--- src/rtl/datapath_pkg.sv ---
// Shared decode-stage datapath definitions: register address width,
// register-B select encodings and the register address type.
package datapath_pkg;

  localparam int REG_ADDR_W = 4;

  localparam logic REGB_SEL_IN0 = 1'b0;
  localparam logic REGB_SEL_IN1 = 1'b1;

  typedef logic [REG_ADDR_W-1:0] reg_addr_t;

endpackage : datapath_pkg

--- src/rtl/mux_reg_b_mux2_w.sv ---
// Generic width-parameterised 2:1 mux shared across the datapath.
// An unknown select propagates as X rather than defaulting to either input.
module mux2_w #(
  parameter int W = 4
) (
  input  logic [W-1:0] in0,
  input  logic [W-1:0] in1,
  input  logic         sel,
  output logic [W-1:0] y
);

  assign y = sel ? in1 : in0;

endmodule : mux2_w

--- src/rtl/mux_reg_b.sv ---
// Register-B source-select mux: combinational rn2 for the register file plus a
// captured shadow copy for hazard logic. Optional rn2_is_zero via MUX_REG_B_ZERO_FLAG_EN.
module mux_reg_b
  import datapath_pkg::*;
#(
  parameter int                ADDR_W   = REG_ADDR_W,
  parameter logic [ADDR_W-1:0] RST_ADDR = {ADDR_W{1'b0}}
) (
  input  logic              clk,
  input  logic              rst_n,
  input  logic [ADDR_W-1:0] in0,
  input  logic [ADDR_W-1:0] in1,
  input  logic              regB,
  input  logic              en,
  output logic [ADDR_W-1:0] rn2,
  output logic [ADDR_W-1:0] rn2_q,
  output logic              regB_q,
  output logic              rn2_chg
`ifdef MUX_REG_B_ZERO_FLAG_EN
  ,output logic             rn2_is_zero
`endif
);

  logic [ADDR_W-1:0] rn2_d;
  logic              regB_d;
  logic              rn2_chg_d;
  logic              rn2_chg_q;

  mux2_w #(
    .W (ADDR_W)
  ) u_mux (
    .in0 (in0),
    .in1 (in1),
    .sel (regB),
    .y   (rn2)
  );

  // Capture next-state: the change pulse compares against the previous capture only
  always_comb begin
    rn2_d     = rn2_q;
    regB_d    = regB_q;
    rn2_chg_d = 1'b0;
    if (en) begin
      rn2_d     = rn2;
      regB_d    = regB;
      rn2_chg_d = (rn2 != rn2_q);
    end else begin
      rn2_d     = rn2_q;
      regB_d    = regB_q;
      rn2_chg_d = 1'b0;
    end
  end

  // Shadow registers with asynchronous clear
  always_ff @(posedge clk or negedge rst_n) begin
    if (!rst_n) begin
      rn2_q     <= RST_ADDR;
      regB_q    <= REGB_SEL_IN0;
      rn2_chg_q <= 1'b0;
    end else begin
      rn2_q     <= rn2_d;
      regB_q    <= regB_d;
      rn2_chg_q <= rn2_chg_d;
    end
  end

  assign rn2_chg = rn2_chg_q;

`ifdef MUX_REG_B_ZERO_FLAG_EN
  // Register 0 is hardwired zero, so forwarding can be skipped
  assign rn2_is_zero = (rn2 == {ADDR_W{1'b0}});
`endif

endmodule : mux_reg_b

--- config.mk ---
export PLATFORM = sky130hd
export DESIGN_NAME = mux_reg_b
export DESIGN_NICKNAME = d
export VERILOG_FILES = /design/src/rtl/datapath_pkg.sv /design/src/rtl/mux_reg_b_mux2_w.sv /design/src/rtl/mux_reg_b.sv
export SDC_FILE = /design/constraint.sdc
export NUM_CORES = 1
export LEC_CHECK = 0
export CAP_MARGIN = 20
export CORE_AREA = 4 4 41 43
export CTS_CLUSTER_DIAMETER = 150
export DETAILED_ROUTE_END_ITERATION = 7
export DIE_AREA = 0 0 45 47
export GPL_TIMING_DRIVEN = 0
export PLACE_DENSITY = 0.66
export SYNTH_ARGS = -nofsm -noshare
export SYNTH_HDL_FRONTEND = slang
export SYNTH_SLANG_ARGS = --single-unit
--- constraint.sdc ---
create_clock -name clk -period 1.1 [get_ports clk]
set_input_delay 0.11 -clock clk [delete_from_list [all_inputs] [get_ports clk]]
set_output_delay 0.11 -clock clk [all_outputs]
set_load 0.01 [all_outputs]
==> results.tsv, run 1 <==
stage	metric	value	unit
job	max-cap violation count	0	
placed_design	pre-CTS setup slack	-0.3551	ns
floorplanning	die width	45	um
clock_network	Clock transition at path regs	0.04	ns
floorplanning	full die area	2115	sq um
sta	Hold Vio Cnt, Final	0	
cells_and_area	commonest cells after routing, fill and taps aside	13 x dlygate4sd2_1, 6 x dfrtp_1	
pwr	pwr/cell area	1129	nW/um^2
sta	Slew Viols, Final	0	
global_routing	global router's overall resource usage	8.127	%
synth	flops & latches, synth	6	
worst_setup_path	CP max stage delay	0.41	ns
placed_design	routability cong.	0.7134	
worst_setup_path	CP endpoint kind	flop	
sta	Final Skew	0.003119	ns
drt	router iterations before antenna repair	1	
synth	Distinct cells, synth	11	
synth	post-synth net total	42	
global_routing	first-pass GRT wire length	1131	um
sta	Min Hold Slack	0.1084	ns
global_routing	largest net degree at the start of global routing	11	
global_routing	initial antenna violation count	0	
drt	DRC viols	0	
pwr	Tot Pwr	0.0006470	W
synth	share of the synthesized area in the top cell type	46.88	%
clock_network	CTS buffer count	3	
synth	syn avg cell area	10.68	sq um
sta	final setup fails	0	
floorplanning	Die Height	47	um
drt	per-cell routed wire length	10.70	um
synth	Post-Synthesis Cells	30	
floorplanning	Starting Density	24.62	%
sta	final worst slack	0.03388	ns
worst_setup_path	CP Class	flop to flop	
cells_and_area	Filler Cells Inserted	144	
worst_setup_path	WP data required	1.22	ns
cells_and_area	final core utilization	44.04	%
synth	Post-Syn Area	320.3	sq um
pwr	Leak	0.2830	nW
cells_and_area	diodes inserted	0	
clock_network	clock sink count	6	
cells_and_area	layout cells sized above 1	25.00	%
cells_and_area	Seq. cell area	150.1	sq um
min_path	Hold Path Class	primary input to async pin	
synth	Yosys warning total	0	
cells_and_area	most common cell after layout, fill and taps aside	dlygate4sd2_1	
drt	final WL	760	um
global_routing	gr ovfl total	0	
cells_and_area	Multi-input gate area	147.6	sq um
run_status	status	completed	
drt	vias per cell	4.183	
worst_setup_path	CP max FO	3	
drt	post-route ant nets	0	
synth	Area contributors post-synth	dfrtp_1 47%, xnor2_1 11%, mux2i_2 8.6%	
synth	Yosys top cell by area	dfrtp_1	
clock_network	Root Buffer	clkbuf_4	
cells_and_area	Layout Nets	70	
drt	Initial DRC Count	0	
worst_setup_path	Critical Path Slowest Stage Cell	o41a_1	
sta	Least-Margin Pin Slew	0.4047	ns
pwr	worst vdd ir	692.4	uV
cells_and_area	synthesis-to-layout area growth	78.91	%
floorplanning	I/O pin total	22	
placed_design	input/output buffers	19	
sta	unrepaired setup endpoints after global routing	no	
global_routing	vias in the first global route	288	
clock_network	clk_lat worst skew	0.24	ns
clock_network	CTS tree	done	
sta	Slew headroom	73.02	%
clock_network	Clock Path Buffers	2	
worst_setup_path	cell chain of the critical path	xnor2_1 -> o41a_1	
synth	sequential fraction of the synthesis area	46.88	%
sta	fmax	938.0	MHz
floorplanning	Core Box Area	1301	sq um
worst_setup_path	CP Launch Type	flop	
worst_setup_path	Critical Path AT	1.18	ns
sta	Tcrit/Tclk final	96.92	%
drt	DR vias	297	
cells_and_area	Non-Filler Instances	71	
clock_network	H-tree depth	1	
placed_design	Placed Cells incl. Taps	64	
placed_design	detailed placer's ending HPWL	616.8	um
floorplanning	Rows	13	
sta	Tmin final	1.066	ns
==> Yosys cell counts <==
master / n
o41a_1: 1
clkbuf_1: 1
inv_1: 4
mux2_2: 1
mux2i_2: 2
dfrtp_1: 6
nor2_1: 4
buf_6: 1
a21oi_1: 4
xnor2_1: 4
mux2i_1: 2
==> layer usage <==
| layer | GRT usage [%] | part of all wire (%) | vias to the layer above |
|---|---|---|---|
| li1 | - | - | 150 |
| met1 | 6.061 | 35 | 132 |
| met2 | 14.12 | 51 | 13 |
| met3 | 6.513 | 12 | 2 |
| met4 | 5.263 | 1.2 | 0 |
| met5 | 0 | 0 | - |
==> sequential cells by signal, indices dropped and copies added, names as in the netlist <==
register and cells:
rn2_q 4, regB_q 1, rn2_chg 1
==> layout make-up <==
class / count / share of cell area, %
repair buffers: 23 / 35.59
flip-flops and latches: 6 / 26.20
multi-input cells: 18 / 25.76
clock buffers: 3 / 3.930
well taps: 15 / 3.275
plain buffers: 2 / 2.620
inverters: 4 / 2.620
==> worst max-delay path, delay by kind of cell (launching register included) <==
kind	cells	cell delay, ns
AO/OA/AOI/OAI	1	0.41
flip-flops	1	0.40
XOR/XNOR	1	0.14
==> what timing repair did <==
| action | 4_1_cts | 5_1_grt |
|---|---|---|
| pin swaps | 1 | 0 |
| gates resized for setup | 21 | 3 |
| hold buffers | 0 | 0 |
| setup endpoints to repair | 11 | 2 |
| buffers inserted | 4 | 0 |
==> cell families (layout without fill, tap and decap cells) <==
logic type / count (synthesis) / after routing / synth area share (%)
buffers and inverters: 6 / 32 / 9.372
AND/OR/NAND/NOR: 4 / 4 / 4.686
XOR/XNOR: 4 / 4 / 10.94
flip-flops: 6 / 6 / 46.87
multiplexers: 5 / 5 / 18.36
AO/OA/AOI/OAI: 5 / 5 / 9.766
==> through the flow <==
step                TNS [ns]  instance area (sq um)
floorplan                  0                  320.3
CTS                        0                  573.1
global route               0                  573.1
finish                     0                  573.1
global placement      -1.491                  529.3
detailed placement    -1.577                  529.3
==> path summary, 6_finish.rpt <==
path | start | endpoint | slack [ns] | cells after the start
max reg2reg | rn2_q[3] | rn2_chg | 0.03 | 2
min reg2reg | regB_q | regB_q | 0.50 | 1
min in group clk | regB | regB_q | 0.16 | 2
max in group asynchronous | rst_n | regB_q | 0.78 | 1
max | rn2_q[3] | rn2_chg | 0.03 | 2
min | rst_n | rn2_q[0] | 0.11 | 1
==> report_power, final <==
group	switching, W	internal (W)
clock network	0.0000698	0.000123
registers	0.0000161	0.000244
logic	0.0000819	0.000112
Power figures use the tool's default switching activity.
==> run 2, diff against run 1 <==
--- a/config.mk
+++ b/config.mk
@@ -12,6 +12,7 @@
 export DIE_AREA = 0 0 45 47
 export GPL_TIMING_DRIVEN = 0
 export PLACE_DENSITY = 0.66
+export REMOVE_ABC_BUFFERS = 1
 export SYNTH_ARGS = -nofsm -noshare
 export SYNTH_HDL_FRONTEND = slang
 export SYNTH_SLANG_ARGS = --single-unit
==> run 2 against run 1 <==
Effect of this change:
- global-route usage increased by 0.47 points
- total power increased by 0.77%
- clock power increased by 3%
- cell area unchanged
- register-to-register slack improved by 0.02 ns
- sequential cell count unchanged
- sequential share of layout area unchanged
- combinational power about the same
- hold slack about the same
- via count decreased by 0.67%
- highest routed layer unchanged
==> results.tsv, run 2 (same netlist as run 1, synthesis figures left out) <==
stage	metric	value	unit
run_status	status	completed	
worst_setup_path	r2r startpoint	rn2_q[3]	
placed_design	pre-CTS setup slack	-0.6873	ns
pwr	Power Internal	0.0004795	W
sta	Min Hold Slack	0.1085	ns
sta	Fin Setup TNS	0	ns
sta	Final Skew	0.002930	ns
clock_network	clock sink count	6	
cells_and_area	Largest register FFs	4	
cells_and_area	layout cells sized above 1	25.00	%
worst_setup_path	Critical Path AT	1.17	ns
sta	unrepaired setup endpoints after global routing	no	
sta	Least-Margin Pin Slew	0.3282	ns
cells_and_area	Filler Cells Inserted	138	
pwr	P_sw	0.0001725	W
drt	DR vias	295	
floorplanning	Die Height	47	um
sta	final worst slack	0.05036	ns
placed_design	detailed placer's ending HPWL	621.5	um
worst_setup_path	CP bufs+invs	0	
clock_network	CTS tree	done	
global_routing	first-pass GRT wire length	1200	um
drt	Initial DRC Count	1	
sta	Hold Vio Cnt, Final	0	
floorplanning	Starting Density	24.62	%
pwr	worst vdd ir	733.5	uV
pwr	Flop pwr share	39.8	%
worst_setup_path	Critical Path Slowest Stage Cell	o41a_1	
floorplanning	die width	45	um
floorplanning	Rows	13	
cells_and_area	most common cell after layout, fill and taps aside	dlygate4sd2_1	
placed_design	input/output buffers	21	
global_routing	initial antenna violation count	0	
drt	post-route ant nets	0	
clock_network	Root Buffer	clkbuf_4	
drt	final WL	776	um
pwr	Leak	0.2836	nW
pwr	Tot Pwr	0.0006520	W
worst_setup_path	family with the most delay on the worst path	compound AO/OA/AOI/OAI gates	
placed_design	routability cong.	0.6326	
worst_setup_path	CP endpoint kind	flop	
job	max-cap violation count	0	
sta	fmax	952.7	MHz
floorplanning	Core Box Area	1301	sq um
global_routing	largest net degree at the start of global routing	11	
pwr	clock share of power	30.6	%
drt	vias per cell	4.155	
sta	Slew headroom	78.05	%
worst_setup_path	CP max FO	3	
clock_network	clk_lat worst skew	0.24	ns
worst_setup_path	CP Launch Type	flop	
pwr	switch share	26.46	%
cells_and_area	commonest cells after routing, fill and taps aside	13 x dlygate4sd2_1, 6 x dfrtp_1	
global_routing	global router's overall resource usage	8.599	%
clock_network	Clock Path Buffers	2	
drt	router iterations before antenna repair	4	
worst_setup_path	cell chain of the critical path	xnor2_1 -> o41a_1	
min_path	Hold Path Class	primary input to async pin	
clock_network	Clock transition at path regs	0.04	ns
sta	Tcrit/Tclk final	95.42	%
worst_setup_path	WP data required	1.22	ns
sta	Tmin final	1.050	ns
cells_and_area	diodes inserted	0	
cells_and_area	Top reg by flops	rn2_q	
clock_network	CTS buffer count	3	
worst_setup_path	CP Class	flop to flop	
global_routing	gr ovfl total	0	
pwr	pwr/cell area	1138	nW/um^2
sta	final setup fails	0	
drt	per-cell routed wire length	10.93	um
sta	Slew Viols, Final	0	
drt	DRC viols	0	
cells_and_area	synthesis-to-layout area growth	78.91	%
global_routing	vias in the first global route	286	
cells_and_area	Layout Nets	70	
pwr	Comb pwr share	29.6	%
worst_setup_path	CP max stage delay	0.41	ns
clock_network	H-tree depth	1	
floorplanning	full die area	2115	sq um
floorplanning	I/O pin total	22	
worst_setup_path	CP startpoint	rn2_q[3]	
run 2: worst paths after layout:
path | cells past startpoint | slack, ns | end
max in group asynchronous | 1 | 0.77 | rn2_q[1]
worst min-delay path | 1 | 0.11 | rn2_q[0]
min in group clk | 2 | 0.27 | regB_q
worst max-delay path | 2 | 0.05 | rn2_chg
worst max register to register | 2 | 0.05 | rn2_chg
worst min register to register | 1 | 0.51 | regB_q
run 2: layout make-up:
cell class                      count  area, sq um  area share (%)
Sequential cell                     6        150.1           26.20
Inverter                            4        15.01           2.620
Timing Repair Buffer               25        219.0           38.21
Tap cell                           15        18.77           3.275
Clock buffer                        3        22.52           3.930
Multi-Input combinational cell     18        147.6           25.76
run 2: repair_timing:
action                                  4_1_cts  5_1_grt
buffers inserted                              4        0
hold buffers                                  0        0
endpoints found under the setup margin       13        2
pin swaps                                     1        1
gates resized for setup                      26        3
run 2: through the flow:
step / cell area, sq um / instances / utilization (%)
5_1_grt: 573.1 / 71 / 44.04
2_1_floorplan: 305.3 / 28 / -
3_5_place_dp: 534.3 / 64 / 41.06
3_3_place_gp: 534.3 / 64 / 41.06
6_report: 573.1 / 71 / 44.04
4_1_cts: 573.1 / 71 / 44.04
run 2: layer usage:
layer	vias up	wire length, um	global-route usage [%]
li1	148	-	-
met1	136	273	7.442
met2	9	418	14.41
met3	2	75	6.130
met4	0	9	5.263
met5	-	0	0
run 2: power by group through the flow:
stage / sequential [W] / combinational (W) / clock, W
2_1_floorplan: 0.000275 / 0.0000690 / 0
3_3_place_gp: 0.000263 / 0.000207 / 0
3_5_place_dp: 0.000264 / 0.000209 / 0
4_1_cts: 0.000260 / 0.000199 / 0.000213
5_1_grt: 0.000262 / 0.000210 / 0.000226
6_report: 0.000260 / 0.000193 / 0.000199
